--- src/rtl/mod_updown_counter_pkg.sv ---
// Shared constants for the modulo up/down counter slice: default sizing, the
// BCD digit limit and the MODULO-1 decode value used by the compare network.
package mod_updown_counter_pkg;

  localparam int DEFAULT_WIDTH  = 4;
  localparam int DEFAULT_MODULO = 10;
  localparam logic [3:0] BCD_MAX = 4'd9;

  // Terminal value of the count range; it is decoded into constant AND/OR gates.
  function automatic int mod_max(input int modulo);
    return modulo - 1;
  endfunction

endpackage

--- src/rtl/mod_updown_counter_cnt_bit_slice.sv ---
// Lab cell library (DFF, MUX21, XOR2, AND2, OR2, INV) and the per-bit counter
// slice built from those cells.
module lab_dff (
  input  logic clk,
  input  logic reset,
  input  logic d,
  output logic q
);
  always_ff @(posedge clk or posedge reset) begin
    if (reset) q <= 1'b0;
    else       q <= d;
  end
endmodule

module lab_mux21 (
  input  logic sel,
  input  logic a,
  input  logic b,
  output logic y
);
  assign y = sel ? b : a;
endmodule

module lab_xor2 (
  input  logic a,
  input  logic b,
  output logic y
);
  assign y = a ^ b;
endmodule

module lab_and2 (
  input  logic a,
  input  logic b,
  output logic y
);
  assign y = a & b;
endmodule

module lab_or2 (
  input  logic a,
  input  logic b,
  output logic y
);
  assign y = a | b;
endmodule

module lab_inv (
  input  logic a,
  output logic y
);
  assign y = ~a;
endmodule

module cnt_bit_slice #(
  parameter logic MAX_BIT = 1'b0
) (
  input  logic clk,
  input  logic reset,
  input  logic up,
  input  logic load,
  input  logic wrap,
  input  logic d,
  input  logic carry_in,
  input  logic borrow_n_in,
  output logic carry_out,
  output logic borrow_n_out,
  output logic q
);
  logic borrow_in;
  logic toggle;
  logic count_bit;
  logic wrap_bit;
  logic step_bit;
  logic count_d;

  // The borrow chain runs active-low so an OR2 can propagate "all lower bits are zero".
  lab_and2  u_carry    (.a(carry_in),    .b(q),          .y(carry_out));
  lab_or2   u_borrow   (.a(borrow_n_in), .b(q),          .y(borrow_n_out));
  lab_inv   u_borrow_i (.a(borrow_n_in),                 .y(borrow_in));
  lab_mux21 u_dir      (.sel(up),   .a(borrow_in), .b(carry_in),  .y(toggle));
  lab_xor2  u_toggle   (.a(q),           .b(toggle),     .y(count_bit));
  lab_mux21 u_wrap_val (.sel(up),   .a(MAX_BIT),   .b(1'b0),      .y(wrap_bit));
  lab_mux21 u_wrap     (.sel(wrap), .a(count_bit), .b(wrap_bit),  .y(step_bit));
  lab_mux21 u_load     (.sel(load), .a(step_bit),  .b(d),         .y(count_d));
  lab_dff   u_dff      (.clk(clk), .reset(reset), .d(count_d), .q(q));
endmodule

--- src/rtl/mod_updown_counter.sv ---
// Structural modulo-N up/down counter with parallel load; TC anticipates the
// wrap so a cascaded instance steps on the same edge.
module mod_updown_counter
  import mod_updown_counter_pkg::*;
#(
  parameter int WIDTH  = DEFAULT_WIDTH,
  parameter int MODULO = DEFAULT_MODULO
) (
  input  logic             CLK,
  input  logic             RESET_N,
  input  logic             EN,
  input  logic             UP,
  input  logic             LOAD,
  input  logic [WIDTH-1:0] D,
  output logic [WIDTH-1:0] Q,
  output logic             TC
);
  localparam logic [WIDTH-1:0] MAX_VAL = WIDTH'(mod_max(MODULO));

  logic             reset;
  logic             en_n;
  logic [WIDTH:0]   carry;
  logic [WIDTH:0]   borrow_n;
  logic [WIDTH:0]   ge_chain;
  logic [WIDTH:0]   nz_chain;
  logic             at_zero;
  logic             tc_sel;
  logic             unused_chain_ends;

  lab_inv u_rst_inv (.a(RESET_N), .y(reset));
  lab_inv u_en_inv  (.a(EN),      .y(en_n));

  // EN seeds both ripple chains, so a disabled counter never toggles any bit.
  assign carry[0]    = EN;
  assign borrow_n[0] = en_n;
  assign ge_chain[0] = 1'b1;
  assign nz_chain[0] = 1'b0;

  for (genvar i = 0; i < WIDTH; i++) begin : g_bit
    if (MAX_VAL[i]) begin : g_ge_and
      lab_and2 u_ge (.a(Q[i]), .b(ge_chain[i]), .y(ge_chain[i+1]));
    end else begin : g_ge_or
      lab_or2 u_ge (.a(Q[i]), .b(ge_chain[i]), .y(ge_chain[i+1]));
    end

    lab_or2 u_nz (.a(Q[i]), .b(nz_chain[i]), .y(nz_chain[i+1]));

    cnt_bit_slice #(.MAX_BIT(MAX_VAL[i])) u_slice (
      .clk          (CLK),
      .reset        (reset),
      .up           (UP),
      .load         (LOAD),
      .wrap         (TC),
      .d            (D[i]),
      .carry_in     (carry[i]),
      .borrow_n_in  (borrow_n[i]),
      .carry_out    (carry[i+1]),
      .borrow_n_out (borrow_n[i+1]),
      .q            (Q[i])
    );
  end

  lab_inv   u_zero   (.a(nz_chain[WIDTH]), .y(at_zero));
  lab_mux21 u_tc_dir (.sel(UP), .a(at_zero), .b(ge_chain[WIDTH]), .y(tc_sel));
  lab_and2  u_tc_en  (.a(EN), .b(tc_sel), .y(TC));

  lab_or2 u_chain_ends (.a(carry[WIDTH]), .b(borrow_n[WIDTH]), .y(unused_chain_ends));
endmodule
--- config.mk ---
export PLATFORM = sky130hd
export DESIGN_NAME = mod_updown_counter
export DESIGN_NICKNAME = d
export VERILOG_FILES = /design/src/rtl/mod_updown_counter_pkg.sv /design/src/rtl/mod_updown_counter_cnt_bit_slice.sv /design/src/rtl/mod_updown_counter.sv
export SDC_FILE = /design/constraint.sdc
export NUM_CORES = 1
export LEC_CHECK = 0
export ABC_AREA = 1
export BUFFER_PORTS_ARGS = -buffer_cell sky130_fd_sc_hd__buf_2
export CAP_MARGIN = 0
export CORE_AREA = 2 2 39 41
export DETAILED_ROUTE_END_ITERATION = 6
export DIE_AREA = 0 0 41 43
export PLACE_DENSITY = 0.52
export SYNTH_ARGS = -nofsm -noshare
export SYNTH_HDL_FRONTEND = slang
export SYNTH_SLANG_ARGS = --single-unit
--- constraint.sdc ---
create_clock -name CLK -period 2.2 [get_ports CLK]
set_input_delay 0.66 -clock CLK [delete_from_list [all_inputs] [get_ports CLK]]
set_output_delay 0.66 -clock CLK [all_outputs]
set_load 0.03 [all_outputs]
## Word level (Yosys, flattened, before mapping)

Index checks and enable logic that the tools add are counted.

- Bitwise logic cells: 20
- Muxes and demuxes: 13

Operators with widths:

| operator | number |
|---|---|
| 2-to-1 mux 1 bit | 13 |
| OR 1 bit | 6 |
| AND 1 bit | 5 |
| inverter 1 bit | 5 |
| XOR 1 bit | 4 |

- Input port bits: 9
- Word-level logic and storage cells: 37
- Flip-flop bits (word level): 4

## Logic depth before layout (Yosys ltp)

- Depth in word-level cells: 9
- Depth in mapped cells: 8
- Depth with buffers taken out: 8

## Hierarchy

Synthesis repeated with hierarchy kept, for this count alone.

- Cell total of the unflattened synthesis: 155
- Area total of the unflattened synthesis: 666.9 µm²

Modules (own cells, without submodules):

| module | area an instance (µm²) | sequential area each (µm²) | cells an instance | times used |
|---|---|---|---|---|
| lab_mux21 | 15.0 | 0.0 | 4 | 17 |
| lab_dff | 28.8 | 25.0 | 2 | 4 |
| lab_or2 | 11.3 | 0.0 | 3 | 10 |
| lab_xor2 | 18.8 | 0.0 | 5 | 4 |
| lab_and2 | 7.5 | 0.0 | 2 | 7 |
| lab_inv | 3.8 | 0.0 | 1 | 7 |
| cnt_bit_slice at g_bit[0].u_slice ... | 7.5 | 0.0 | 2 | 2 |
| cnt_bit_slice at g_bit[1].u_slice ... | 3.8 | 0.0 | 1 | 2 |
| mod_updown_counter | 7.5 | 0.0 | 2 | 1 |

## Worst setup path before layout

OpenSTA, ideal clock, no wires.

- Kind: input-to-output
- From: in UP
- To: out TC
- Stages on the path: 3
- Buffers on the path: 0
- Setup slack: 474 ps
- Arrival time: 1066 ps
- Required time: 1540 ps
- Cells stage by stage: nor2_2 -> nand3_2 -> nand2_2

- Longest elaborated chain between the ends: 2

RTL lines:

| what | line | source |
|---|---|---|
| start: declaration | mod_updown_counter.sv:12 | `input logic UP,` |
| 2-to-1 mux 1 bit | mod_updown_counter_cnt_bit_slice.sv:21 | `assign y = sel ? b : a;` |
| AND 1 bit | mod_updown_counter_cnt_bit_slice.sv:37 | `assign y = a & b;` |
| end: declaration | mod_updown_counter.sv:16 | `output logic TC` |

Every way passes these cells.

## Worst setup path after layout

Same ends and word-level chain as after synthesis.

==> metrics.txt <==
post-synth design cell area=between 300 and 400 sq um; die height=between 40 and 50 um; PortBufs=13; pins over their slew limit=0; Post-CTS Setup Inserts=0; Syn Inst Count=54; drt via density=between 4 and 5; combinational power share=about two fifths; Final nets=79; synth top area cells=dfrtp_1, nand2_1, buf_4; first-pass GRT wire length=between 1000 and 1500 um; fmax=approximately 0.49 GHz; # diodes=0; Layout area overhead=20.4%; placed instance count=around 80; Core ar.=0.00138 sq mm; Detailed Route WL=718 um; max-cap violations=0; Worst path top cell family by delay=simple AND/OR/NAND/NOR gates; Slowest Stage Delay on Critical Path=about 0.20 ns; Routed wire per std cell=roughly 9 um; CTS root buf=clkbuf_4; DRC=0; hold_ws=0.227 ns; CP most frequent cell=buf_2; antenna-violating nets left=0; flip-flop count of the largest register after layout=4; cts hold-fix bufs=0; Biggest register=g_bit.u_slice.u_dff.q; Sequential Power Share=roughly 33%; # rows=14; clk_skew=~0.002 ns; worst min path class=in2async; initial drt markers=1; number of detailed-route iterations in the first pass=4; Pint=about 0.00019 W; layout cells sized above 1=a little over two fifths; critical-path cell list=buf_2, nor2_2, nand3_2, nand2_2, buf_2; Ports=14; Max-slew headroom=between 80% and 90%; Seq/Total Area, Yosys=26.3%; largest net degree at the start of global routing=7; critical path arrival=around 1.4 ns; Psw=~0.00011 W; RSZ-0062 raised after global routing=no; CP Capture Type=primary output; Final min period=approximately 2 ns; Initial Util=a little over a quarter; Synth Warn #=0; kind of critical path=in2out; Synth area leader=dfrtp_1; Worst setup SP type=primary input; Worst Path Max Fanout=6; worst path bufs/invs=2; global-route usage over all layers=10.4%; HPWL after detailed placement=approximately 630 um; vias in the first global route=320; PostCTS Resize Cnt=0; Final GP Congestion=approximately 0.7; Final Hold Viols=0; synth unique cells=16; CP Data Required Time=between 1.5 and 2 ns; Worst-Margin Slew=0.205 ns; total negative slack=0 ns; period utilization=92.2%; Largest regs=g_bit.u_slice.u_dff.q x4; worst-skew pair later-pin latency=~0.23 ns; clock share of power=between 20 and 30%; Final Util=33.1%; status=finished, final reports clean; Die Wd=between 40 and 50 um; initial antenna violation count=0; pwr dens=~660 mW/mm^2; sw frac=about two fifths; P_leak=approximately 0.26 nW; Yosys top cell area share=about a quarter; TritonCTS clock tree=yes; synthesized area per cell=about 7.0 sq um; FILL cells=around 160; Sink Count=4; CTS H-tree lvls=1; die area=around 0.0018 sq mm; syn nets=65; overflow left after global routing=0; Final Setup Violations=0; worst vdd ir=0.000190 V; Clock transition at path regs=approximately 0.040 ns; Slowest-stage cell, CP=buf_2; Synth Register Bits=4; TritonCTS Buffers=3; post-route insts no fill=between 80 and 90; via count of the routed design=340; Max clock buf depth=2
cell usage in the layout (no fill, tap or decap), drive strengths merged:
cell and count:
dfrtp 4, nand2 16, a21oi 1, xor2 2, ha 2, clkbuf 3
o21ai 4, nor2 5, nand3 5, inv 10, buf 13, o21a 1
worst register-to-register path: cells and delay by family, from the launching register on:
kind,cells,cell delay (ns)
fa+ha+maj,1,0.19
simple gates,2,0.14
buf+inv,1,0.06
compound gates,2,0.14
flops,1,0.39
xor+xnor,1,0.17
metal layers:
layer / up-vias / global-route usage, % / share of wire (%)
li1: 186 / - / -
met1: 144 / 14.3 / 46
met2: 10 / 14.7 / 47
met3: 0 / 1.57 / 7.1
met4: 0 / 6.00 / 0
met5: - / 0 / 0
Yosys cell counts:
library cell	number
nand2_1	13
inv_1	8
buf_4	4
dfrtp_1	4
nand2_2	3
nand3_1	3
nor2_1	3
ha_1	2
inv_2	2
nand3_2	2
nor2_2	2
o21ai_1	2
o21ai_2	2
xor2_1	2
a21oi_2	1
o21a_1	1
power groups by stage:
| stage | Combinational [W] | Clock [W] | Sequential [W] |
|---|---|---|---|
| 2_1_floorplan | 0.0000995 | 0 | 0.0000965 |
| 3_3_place_gp | 0.000116 | 0 | 0.0000991 |
| 3_5_place_dp | 0.000116 | 0 | 0.0000997 |
| 4_1_cts | 0.000117 | 0.0000929 | 0.0000988 |
| 5_1_grt | 0.000129 | 0.0000969 | 0.000101 |
| 6_report | 0.000115 | 0.0000869 | 0.0000986 |
cell families (layout without fill, tap and decap cells):
family                     Yosys count  in the layout  share of synthesized area, %
AOI/OAI and AO/OA                    6              6                          11.5
xor gates and xnor gates             2              2                          4.61
adders and majority gates            2              2                          6.58
buffers and inverters               14             26                          17.8
DFF                                  4              4                          26.3
and+or+nand+nor                     26             26                          33.2
path summary, 6_finish.rpt:
path	from	depth (start not counted)	end	slack [ns]
worst min register to register	g_bit[3].u_slice.u_dff.q	3	g_bit[3].u_slice.u_dff.q	0.63
worst max-delay path	UP	5	TC	0.17
max in group asynchronous	RESET_N	1	g_bit[3].u_slice.u_dff.q	1.85
min in group CLK	g_bit[3].u_slice.u_dff.q	3	g_bit[3].u_slice.u_dff.q	0.63
worst max register to register	g_bit[0].u_slice.u_dff.q	7	g_bit[2].u_slice.u_dff.q	0.99
worst min-delay path	RESET_N	1	g_bit[2].u_slice.u_dff.q	0.23
per-stage QoR:
stage	cell area [sq um]	worst slack, ns	total power [W]
5_1_grt	458	0.135	0.000326
6_report	458	0.172	0.000301
4_1_cts	458	0.162	0.000309
3_5_place_dp	435	0.163	0.000216
3_3_place_gp	435	0.184	0.000215
2_1_floorplan	380	0.474	0.000196
cell type report:
type	count	area, sq um	area share (%)
well taps	16	20.0	4.37
repair buffers	13	65.1	14.2
multi-input cells	36	213	46.4
clock buffers	3	22.5	4.92
flip-flops and latches	4	100	21.9
inverters	10	37.5	8.20
Power figures use the tool's default switching activity.
